**config.mk**
```make
export PLATFORM = sky130hd
export DESIGN_NAME = mvu_pe_stream
export DESIGN_NICKNAME = d
export VERILOG_FILES = /design/src/rtl/mvu_pe_stream_pkg.sv /design/src/rtl/mvu_pe_stream_tree.sv /design/src/rtl/mvu_pe_stream.sv
export SDC_FILE = /design/constraint.sdc
export NUM_CORES = 1
export LEC_CHECK = 0
export BUFFER_PORTS_ARGS = -buffer_cell sky130_fd_sc_hd__clkbuf_2
export CAP_MARGIN = 40
export CORE_MARGIN = 4
export CORE_UTILIZATION = 54
export DETAILED_ROUTE_END_ITERATION = 10
export PLACE_DENSITY = 0.71
export SLEW_MARGIN = 20
export SYNTH_ARGS = -nofsm -noshare
export SYNTH_HDL_FRONTEND = slang
export SYNTH_SLANG_ARGS = --single-unit
```
**constraint.sdc**
```tcl
create_clock -name clk -period 3.8 [get_ports clk]
set_input_delay 0 -clock clk [delete_from_list [all_inputs] [get_ports clk]]
set_output_delay 0 -clock clk [all_outputs]
set_load 0.1 [all_outputs]
```
**src/rtl/mvu_pe_stream_pkg.sv**
```systemverilog
// Shared definitions for the streaming MVU processing element: multiply modes
// and width helpers used to size the product and lane-sum datapaths.
package mvau_defn;

    typedef enum logic [1:0] {
        MODE_STD  = 2'd0,
        MODE_XNOR = 2'd1,
        MODE_BIN  = 2'd2
    } mvu_mode_t;

    function automatic int prod_width(input mvu_mode_t mode, input int tsrc, input int twgt);
        case (mode)
            MODE_XNOR: return 1;
            MODE_BIN:  return tsrc + 1;
            default:   return tsrc + twgt;
        endcase
    endfunction

    function automatic int sum_width(input int tp, input int simd);
        return tp + $clog2(simd);
    endfunction

endpackage

```
**src/rtl/mvu_pe_stream_tree.sv**
```systemverilog
// Combinational lane-sum adder tree; lanes are sign- or zero-extended to the
// output width before a pairwise reduction.
module mvu_pe_stream_tree #(
    parameter int LANES     = 2,
    parameter int W_IN      = 8,
    parameter int W_OUT     = 9,
    parameter bit IS_SIGNED = 1'b1
) (
    input  logic [LANES*W_IN-1:0] lanes,
    output logic [W_OUT-1:0]      sum
);

    logic [W_OUT-1:0] node [LANES];

    always_comb begin
        for (int unsigned i = 0; i < LANES; i++) begin
            if (IS_SIGNED) node[i] = W_OUT'($signed(lanes[i*W_IN +: W_IN]));
            else           node[i] = W_OUT'(lanes[i*W_IN +: W_IN]);
        end
        // In-place pairwise reduction: node[0] ends up holding the total.
        for (int unsigned step = 1; step < LANES; step = step * 2) begin
            for (int unsigned i = 0; i + step < LANES; i = i + 2 * step) begin
                node[i] = node[i] + node[i+step];
            end
        end
        sum = node[0];
    end

endmodule

```
**src/rtl/mvu_pe_stream.sv**
```systemverilog
// Streaming MVU processing element: SIMD multiply, adder tree, SF-beat fold
// accumulation with valid/ready output. Define MVU_PE_SAT_EN for saturation.
module mvu_pe_stream
    import mvau_defn::*;
#(
    parameter int SIMD     = 2,
    parameter int TSrcI    = 4,
    parameter int TWeightI = 4,
    parameter int TDstI    = 16,
    parameter int SF       = 3,
    parameter int MODE     = 0
) (
    input  logic                     clk,
    input  logic                     rst,
    input  logic                     in_v,
    output logic                     in_rdy,
    input  logic [TSrcI*SIMD-1:0]    in_act,
    input  logic [TWeightI*SIMD-1:0] in_wgt,
    output logic                     out_v,
    input  logic                     out_rdy,
    output logic [TDstI-1:0]         out
);

    localparam mvu_mode_t M  = mvu_mode_t'(MODE);
    localparam int        TP = prod_width(M, TSrcI, TWeightI);
    localparam int        SW = sum_width(TP, SIMD);
    localparam int        AW = ((TDstI > SW) ? TDstI : SW) + 1;
    localparam int        CW = (SF > 1) ? $clog2(SF) : 1;
    localparam bit        SGN = (M != MODE_XNOR);

`ifdef MVU_PE_SAT_EN
    localparam logic signed [AW-1:0] S_MAX = {{(AW-TDstI+1){1'b0}}, {(TDstI-1){1'b1}}};
    localparam logic signed [AW-1:0] S_MIN = {{(AW-TDstI+1){1'b1}}, {(TDstI-1){1'b0}}};
    localparam logic signed [AW-1:0] U_MAX = {{(AW-TDstI){1'b0}}, {TDstI{1'b1}}};
`endif

    logic                   stall;
    logic                   p_v;
    logic [SIMD*TP-1:0]     prod_c;
    logic [SIMD*TP-1:0]     prod_q;
    logic [SW-1:0]          sum;
    logic [TDstI-1:0]       acc;
    logic [CW-1:0]          sf_cnt;
    logic                   last;
    logic signed [AW-1:0]   acc_ext;
    logic signed [AW-1:0]   sum_ext;
    logic signed [AW-1:0]   acc_full;
    logic [TDstI-1:0]       acc_next;

    assign stall  = out_v & ~out_rdy;
    assign in_rdy = ~stall;

    for (genvar i = 0; i < SIMD; i++) begin : g_lane
        logic [TSrcI-1:0]    a;
        logic [TWeightI-1:0] w;
        assign a = in_act[i*TSrcI +: TSrcI];
        assign w = in_wgt[i*TWeightI +: TWeightI];
        if (M == MODE_XNOR) begin : g_xnor
            assign prod_c[i*TP +: TP] = ~(a ^ w);
        end else if (M == MODE_BIN) begin : g_bin
            logic signed [TP-1:0] ae;
            assign ae = TP'($signed(a));
            assign prod_c[i*TP +: TP] = w[0] ? ae : -ae;
        end else begin : g_std
            logic signed [TP-1:0] ae;
            logic signed [TP-1:0] we;
            assign ae = TP'($signed(a));
            assign we = TP'($signed(w));
            assign prod_c[i*TP +: TP] = ae * we;
        end
    end

    mvu_pe_stream_tree #(
        .LANES    (SIMD),
        .W_IN     (TP),
        .W_OUT    (SW),
        .IS_SIGNED(SGN)
    ) u_tree (
        .lanes(prod_q),
        .sum  (sum)
    );

    always_comb begin
        last = (sf_cnt == CW'(SF - 1));
        if (SGN) begin
            sum_ext = AW'($signed(sum));
            acc_ext = AW'($signed(acc));
        end else begin
            sum_ext = AW'(sum);
            acc_ext = AW'(acc);
        end
        if (sf_cnt == '0) acc_ext = '0;
        acc_full = acc_ext + sum_ext;
`ifdef MVU_PE_SAT_EN
        // XNOR sums are non-negative, so that mode clamps with an unsigned compare.
        if (SGN) begin
            if (acc_full > S_MAX)      acc_full = S_MAX;
            else if (acc_full < S_MIN) acc_full = S_MIN;
        end else if ($unsigned(acc_full) > $unsigned(U_MAX)) begin
            acc_full = U_MAX;
        end
`endif
        acc_next = acc_full[TDstI-1:0];
    end

    always_ff @(posedge clk or posedge rst) begin
        if (rst) begin
            p_v    <= 1'b0;
            prod_q <= '0;
            acc    <= '0;
            sf_cnt <= '0;
            out    <= '0;
            out_v  <= 1'b0;
        end else if (!stall) begin
            p_v <= in_v;
            if (in_v) prod_q <= prod_c;
            if (p_v) begin
                if (last) begin
                    out    <= acc_next;
                    sf_cnt <= '0;
                end else begin
                    acc    <= acc_next;
                    sf_cnt <= sf_cnt + CW'(1);
                end
            end
            out_v <= p_v & last;
        end
    end

endmodule
```
==> impl_metrics.yaml, run 1 <==
timing:
  max_slew_margin_pct: 54.93
  hold_viol: 1
  setup-violations-final: 0
  fin_crit_ns: 3.362
  fmax_mhz: 297.4
  holdWs_ns: -0.001387
  post-route-period-util_pct: 88.48
  tightest_slew_ns: 0.6760
  fin_tns_setup_ns: 0
  rsz0062_at_grt: "false"
  drv_slew: 0
  fin_worst_skew_ns: 0.006425
layout:
  syn_to_final_growth_pct: 10.71
  drive_gt1_share_pct: 18.74
  multi_input_area_um2: 2754
  seq_area_um2: 1301
  num-fill-cells: 613
  diodes: 0
  final_nets: 535
setup_path:
  crit_arrival_ns: 3.56
  slowest_delay_ns: 0.54
  cpMostUsedCell: "fa_1"
  path_buf_inv: 3
  critPathLaunchType: "primary input"
  crit_family: "adder cells"
  cp.required_ns: 3.99
  cp_cell_sequence: "dlygate4sd3_1, clkbuf_2, nand2b_1, fa_1, fa_1, inv_1, fa_1, ha_1, fa_1, a21o_1, a21oi_1, xnor2_1, o21ai_0"
  cp_max_fo: 4
  critPathCaptureType: "register"
  cp_slowest_cell: "dlygate4sd3_1"
  regToRegSetupSlack_ns: 0.74
  critical_path_class: "primary input to register"
logic_synthesis:
  synth_area_leaders: "dfrtp_1 (31%), fa_1 (16%), ha_1 (12%), nand2_1 (4.9%), mux2_2 (4.8%)"
  synth_warnings: 0
  ys_types: 41
  synthArstFlopShare_pct: 100.0
  synth.top_cell.area_share_pct: 30.94
  yosys-top-cells-count: "nand2_1 (55), dfrtp_1 (52), ha_1 (39)"
  avgSynthCellArea_um2: 10.49
  syn_area_um2: 4205
  synth_top_area_cell: "dfrtp_1"
  synth_most_common_cell: "nand2_1"
  synth-seq-cells: 52
  synth_flop_cell: "dfrtp_1"
  synth-edff-count: 0
  ys_seq_area_share_pct: 30.94
  syn-num-nets: 494
  syn_inst: 401
clocking:
  numCtsBuffers: 5
  insertion_delay_ns: 0.31
  h-tree-depth: 2
  path_clk_slew_ns: 0.10
  numClockSinks: 52
  cts_root_buf: "clkbuf_8"
  cts_setup_buffers: 0
  tritoncts: "done"
  clockBufferDepth: 2
detailed_routing:
  vias: 2900
  postRouteAntennaNets: 0
  drt-initial-drc-count: 125
  vias_per_cell: 5.351
  remaining_drc_errors: 0
  firstDrtPassIters: 4
  drt_wl_total_um: 7567
  wl_per_cell_um: 13.96
floorplan:
  die-area_um2: 9263
  die_x_um: 96.25
  die-height_um: 96.25
  num_rows: 31
  ioPinCount: 38
  start_util_pct: 56.76
  core_um2: 7408
run_status:
  status: "complete, but fails checks"
  failed_checks: "hold timing"
worst_hold_path:
  hold_path_class: "primary input to register"
global_routing:
  grt_pass1_wl_um: 13480
  grtUsageTotal_pct: 18.52
  antenna_found_initial: 0
  grt_pass1_vias: 2938
  grt_max_degree: 29
  gr-total-overflow: 0
placement:
  place_congestion: 0.8645
  io_buffers: 37
  place_hpwl_um: 6201
run:
  max_cap_viol_count: 0
==> per-layer routing <==
metal / track usage [%] / share of wire (%) / wire length (µm) / up-vias
met5: 0 / 0 / 0 / -
met4: 4.858 / 1.2 / 91 / 0
met3: 2.346 / 2.6 / 196 / 9
met2: 31.91 / 51 / 3890 / 37
met1: 24.57 / 45 / 3389 / 1417
li1: - / - / - / 1437
==> stage by stage <==
stage / std cells / hold WS, ns / worst slack, ns / area (µm²) / util (%)
detailed placement: 528 / 0.05725 / 0.6374 / 4493 / 60.65
global placement: 527 / 0.2717 / 0.7106 / 4473 / 60.38
finish: 542 / -0.001387 / 0.4377 / 4656 / 62.84
floorplan: 401 / 0.1360 / 0.6706 / 4205 / -
CTS: 541 / 0.1062 / 0.4026 / 4641 / 62.64
global route: 542 / 0.009441 / 0.3006 / 4656 / 62.84
==> path summary, 6_finish.rpt <==
kind,startpoint,to,cells after the start
max in group asynchronous,rst,acc[10],4
worst min-delay path,in_v,p_v,3
worst max register to register,sf_cnt[0],acc[13],10
min in group asynchronous,rst,out[0],3
worst max-delay path,in_act[4],prod_q[15],13
worst min register to register,acc[7],acc[7],2
==> layout make-up <==
class                      instances  share of cell area (%)
tap                               99                   2.661
clock inverter                     2                  0.3225
multi-input combinational        312                   59.15
timing repair buffer              46                   6.127
inverter                          25                   2.016
clock buffer                       6                   1.774
sequential                        52                   27.95
==> logic make-up after synthesis <==
| logic type | count (synthesis) | synth area share, % |
|---|---|---|
| XOR/XNOR | 27 | 5.623 |
| AO/OA/AOI/OAI | 67 | 10.83 |
| flip-flops | 52 | 30.94 |
| buffers and inverters | 37 | 3.571 |
| adder cells (fa/ha/maj) | 73 | 27.79 |
| multiplexers | 24 | 6.426 |
| AND/OR/NAND/NOR | 121 | 14.82 |
==> sequential cells by signal, indices dropped and copies added (netlist names) <==
signal / count
acc: 16
out: 16
prod_q: 16
sf_cnt: 2
out_v: 1
p_v: 1
==> cells in the final DEF, fill, tap and decap left out, types with 4 or more instances in the layout <==
cell type and instances:
fa_1 34, ha_1 39, a211o_1 4, clkbuf_8 6, clkbuf_2 37, a21o_1 5, inv_1 24, dfrtp_1 52
and2_1 19, a21oi_1 14, mux2_2 18, nand3_1 4, o21ai_0 18, mux2_1 6, nor2b_1 18, dlygate4sd3_1 5
nand2_1 55, xor2_1 8, nor2_1 4, xnor2_1 19, o21ai_1 8, nand2b_1 5, nand4_1 4
==> timing repair <==
action / CTS / global route
resized for setup: 0 / 0
hold buffers: 5 / 0
setup endpoints to repair: 0 / 0
hold endpoints to repair: 26 / 0
==> tightest hold or removal path, delay by kind of cell <==
family          cells  cell delay, ns
compound gates      1            0.09
buf+inv             1            0.07
simple gates        1            0.10
Power of run 1 is left out: the tool's default activity adds up to more than one toggle a clock period on the data nets, which glitch-free logic cannot reach.
==> run 2, diff against run 1 <==
--- a/config.mk
+++ b/config.mk
@@ -5,6 +5,7 @@
 export SDC_FILE = /design/constraint.sdc
 export NUM_CORES = 1
 export LEC_CHECK = 0
+export ABC_AREA = 1
 export BUFFER_PORTS_ARGS = -buffer_cell sky130_fd_sc_hd__clkbuf_2
 export CAP_MARGIN = 40
 export CORE_MARGIN = 4
==> run 2 against run 1 <==
Effect of this change:
- the flow now finishes without violations
- register-to-register slack better by 0.15 ns
- final area is 4.3% higher
- wire length is 18% higher
- fmax is 2.9% lower
- utilization is 0.97 points lower
- worst setup slack worse by 0.099 ns
==> impl_metrics.yaml, run 2 <==
timing:
  tightest_slew_ns: 0.7189
  fin_worst_skew_ns: 0.01150
  max_slew_margin_pct: 52.07
  holdWs_ns: 0.1261
  post-route-period-util_pct: 91.10
  fmax_mhz: 288.9
  fin_crit_ns: 3.462
  fin_tns_setup_ns: 0
  setup-violations-final: 0
  drv_slew: 0
  hold_viol: 0
  rsz0062_at_grt: "false"
logic_synthesis:
  synth_warnings: 0
  ys_seq_area_share_pct: 29.29
  syn_area_um2: 4443
  synth_most_common_cell: "nand2_1"
  synth-edff-count: 0
  synth-seq-cells: 52
  synth.top_cell.area_share_pct: 29.29
  yosys-top-cells-count: "nand2_1 (191), inv_1 (103), dfrtp_1 (52)"
  synth_top_area_cell: "dfrtp_1"
  syn-num-nets: 664
  synthArstFlopShare_pct: 100.0
  synth_flop_cell: "dfrtp_1"
  avgSynthCellArea_um2: 7.781
  synth_area_leaders: "dfrtp_1 (29%), nand2_1 (16%), fa_1 (15%), ha_1 (11%), inv_1 (8.7%)"
  syn_inst: 571
  ys_types: 26
layout:
  drive_gt1_share_pct: 11.24
  final_common_cell: "nand2_1"
  final_cell_mix: "nand2_1 (191), inv_1 (102), dfrtp_1 (52)"
  num-fill-cells: 740
  final_nets: 706
  diodes: 0
  syn_to_final_growth_pct: 9.293
  reg_top3: "acc x16, out x16, prod_q x16"
floorplan:
  ioPinCount: 38
  die-area_um2: 9743
  die_x_um: 98.71
  start_util_pct: 56.62
  num_rows: 32
  core_um2: 7848
  die-height_um: 98.71
global_routing:
  grt_max_degree: 33
  grtUsageTotal_pct: 20.03
  grt_pass1_wl_um: 16130
  gr-total-overflow: 0
  antenna_found_initial: 0
  grt_pass1_vias: 3729
placement:
  place_hpwl_um: 7289
  io_buffers: 37
  place_congestion: 0.9496
worst_hold_path:
  hold_path_class: "primary input to register"
detailed_routing:
  vias: 3553
  remaining_drc_errors: 0
  wl_per_cell_um: 12.45
  postRouteAntennaNets: 0
  vias_per_cell: 4.962
  drt-initial-drc-count: 100
  drt_wl_total_um: 8916
  firstDrtPassIters: 4
clocking:
  numCtsBuffers: 5
  path_clk_slew_ns: 0.10
  cts_resized: 0
  cts_setup_buffers: 0
  clockBufferDepth: 2
  tritoncts: "done"
  numClockSinks: 52
  cts_root_buf: "clkbuf_8"
  h-tree-depth: 2
  hold_buffers: 6
  insertion_delay_ns: 0.31
run:
  max_cap_viol_count: 0
setup_path:
  path_buf_inv: 3
  cp_slowest_cell: "dlygate4sd3_1"
  crit_arrival_ns: 3.66
  slowest_delay_ns: 0.53
  cpMostUsedCell: "fa_1"
  cp.required_ns: 4.00
  critPathCaptureType: "register"
  critical_path_class: "primary input to register"
  cp_cell_sequence: "dlygate4sd3_1, clkbuf_2, or2_2, fa_1, fa_1, inv_1, fa_1, ha_1, fa_1, nand3_1, nand2_1, xor2_1, nand2_1, nand3_1, nand2_1"
  critPathLaunchType: "primary input"
  cp_max_fo: 4
  crit_family: "adder cells"
run_status:
  status: "finished, final reports clean"
==> run 2: layer usage <==
| metal | vias to the layer above | wire length (µm) | global-route usage (%) |
|---|---|---|---|
| met3 | 12 | 201 | 2.335 |
| met4 | 0 | 192 | 7.143 |
| met2 | 40 | 4544 | 35.78 |
| met5 | - | 0 | 0 |
| met1 | 1682 | 3977 | 25.00 |
| li1 | 1819 | - | - |
==> run 2: worst register-to-register path, cell delays in order, from the launching register on <==
cell	delay, ns
dfrtp_1	0.45
nor2_4	0.43
nor2_1	0.11
fa_1	0.45
ha_1	0.25
fa_1	0.40
nand2_1	0.12
nand2_1	0.08
nand3_2	0.07
nand2_2	0.09
nand2_1	0.09
nand3b_1	0.12
nand3_1	0.11
nand2_1	0.06
==> run 2: cells by family (layout without fill, tap and decap cells) <==
group	count (synthesis)	after routing	share of synthesized area, %
flip-flops	52	52	29.29
AND/OR/NAND/NOR	271	271	25.29
buffers and inverters	118	161	10.84
XOR/XNOR	18	18	3.548
adder cells (fa/ha/maj)	73	73	26.30
AO/OA/AOI/OAI	39	39	4.731
==> run 2: path summary, 6_finish.rpt <==
kind,startpoint,end,slack [ns],depth (start not counted)
max,in_act[4],prod_q[15],0.34,15
max in group asynchronous,rst,out[7],3.04,4
min,in_v,p_v,0.13,4
min in group asynchronous,rst,out_v,0.23,3
max reg2reg,sf_cnt[0],acc[11],0.89,13
min reg2reg,out[12],out[12],0.48,2
==> run 2: layout make-up <==
cell class                 count  area, µm²  area share (%)
clock buffer                   6      72.57           1.494
clock inverter                 2      16.27          0.3350
inverter                     108      405.4           8.348
multi-input combinational    401       2660           54.78
sequential                    52       1301           26.80
tap                          102      127.6           2.628
timing repair buffer          45      272.8           5.617
==> run 2: per-stage QoR <==
step | util (%) | std cells | setup slack, ns | instance area [µm²]
after floorplan | - | 571 | 0.7325 | 4443
after global placement | 59.73 | 701 | 0.5210 | 4687
after detailed placement | 59.98 | 702 | 0.4267 | 4707
after CTS | 61.88 | 716 | 0.3158 | 4856
after global routing | 61.88 | 716 | 0.1580 | 4856
final | 61.88 | 716 | 0.3384 | 4856
Power of run 2 is left out for the same reason.
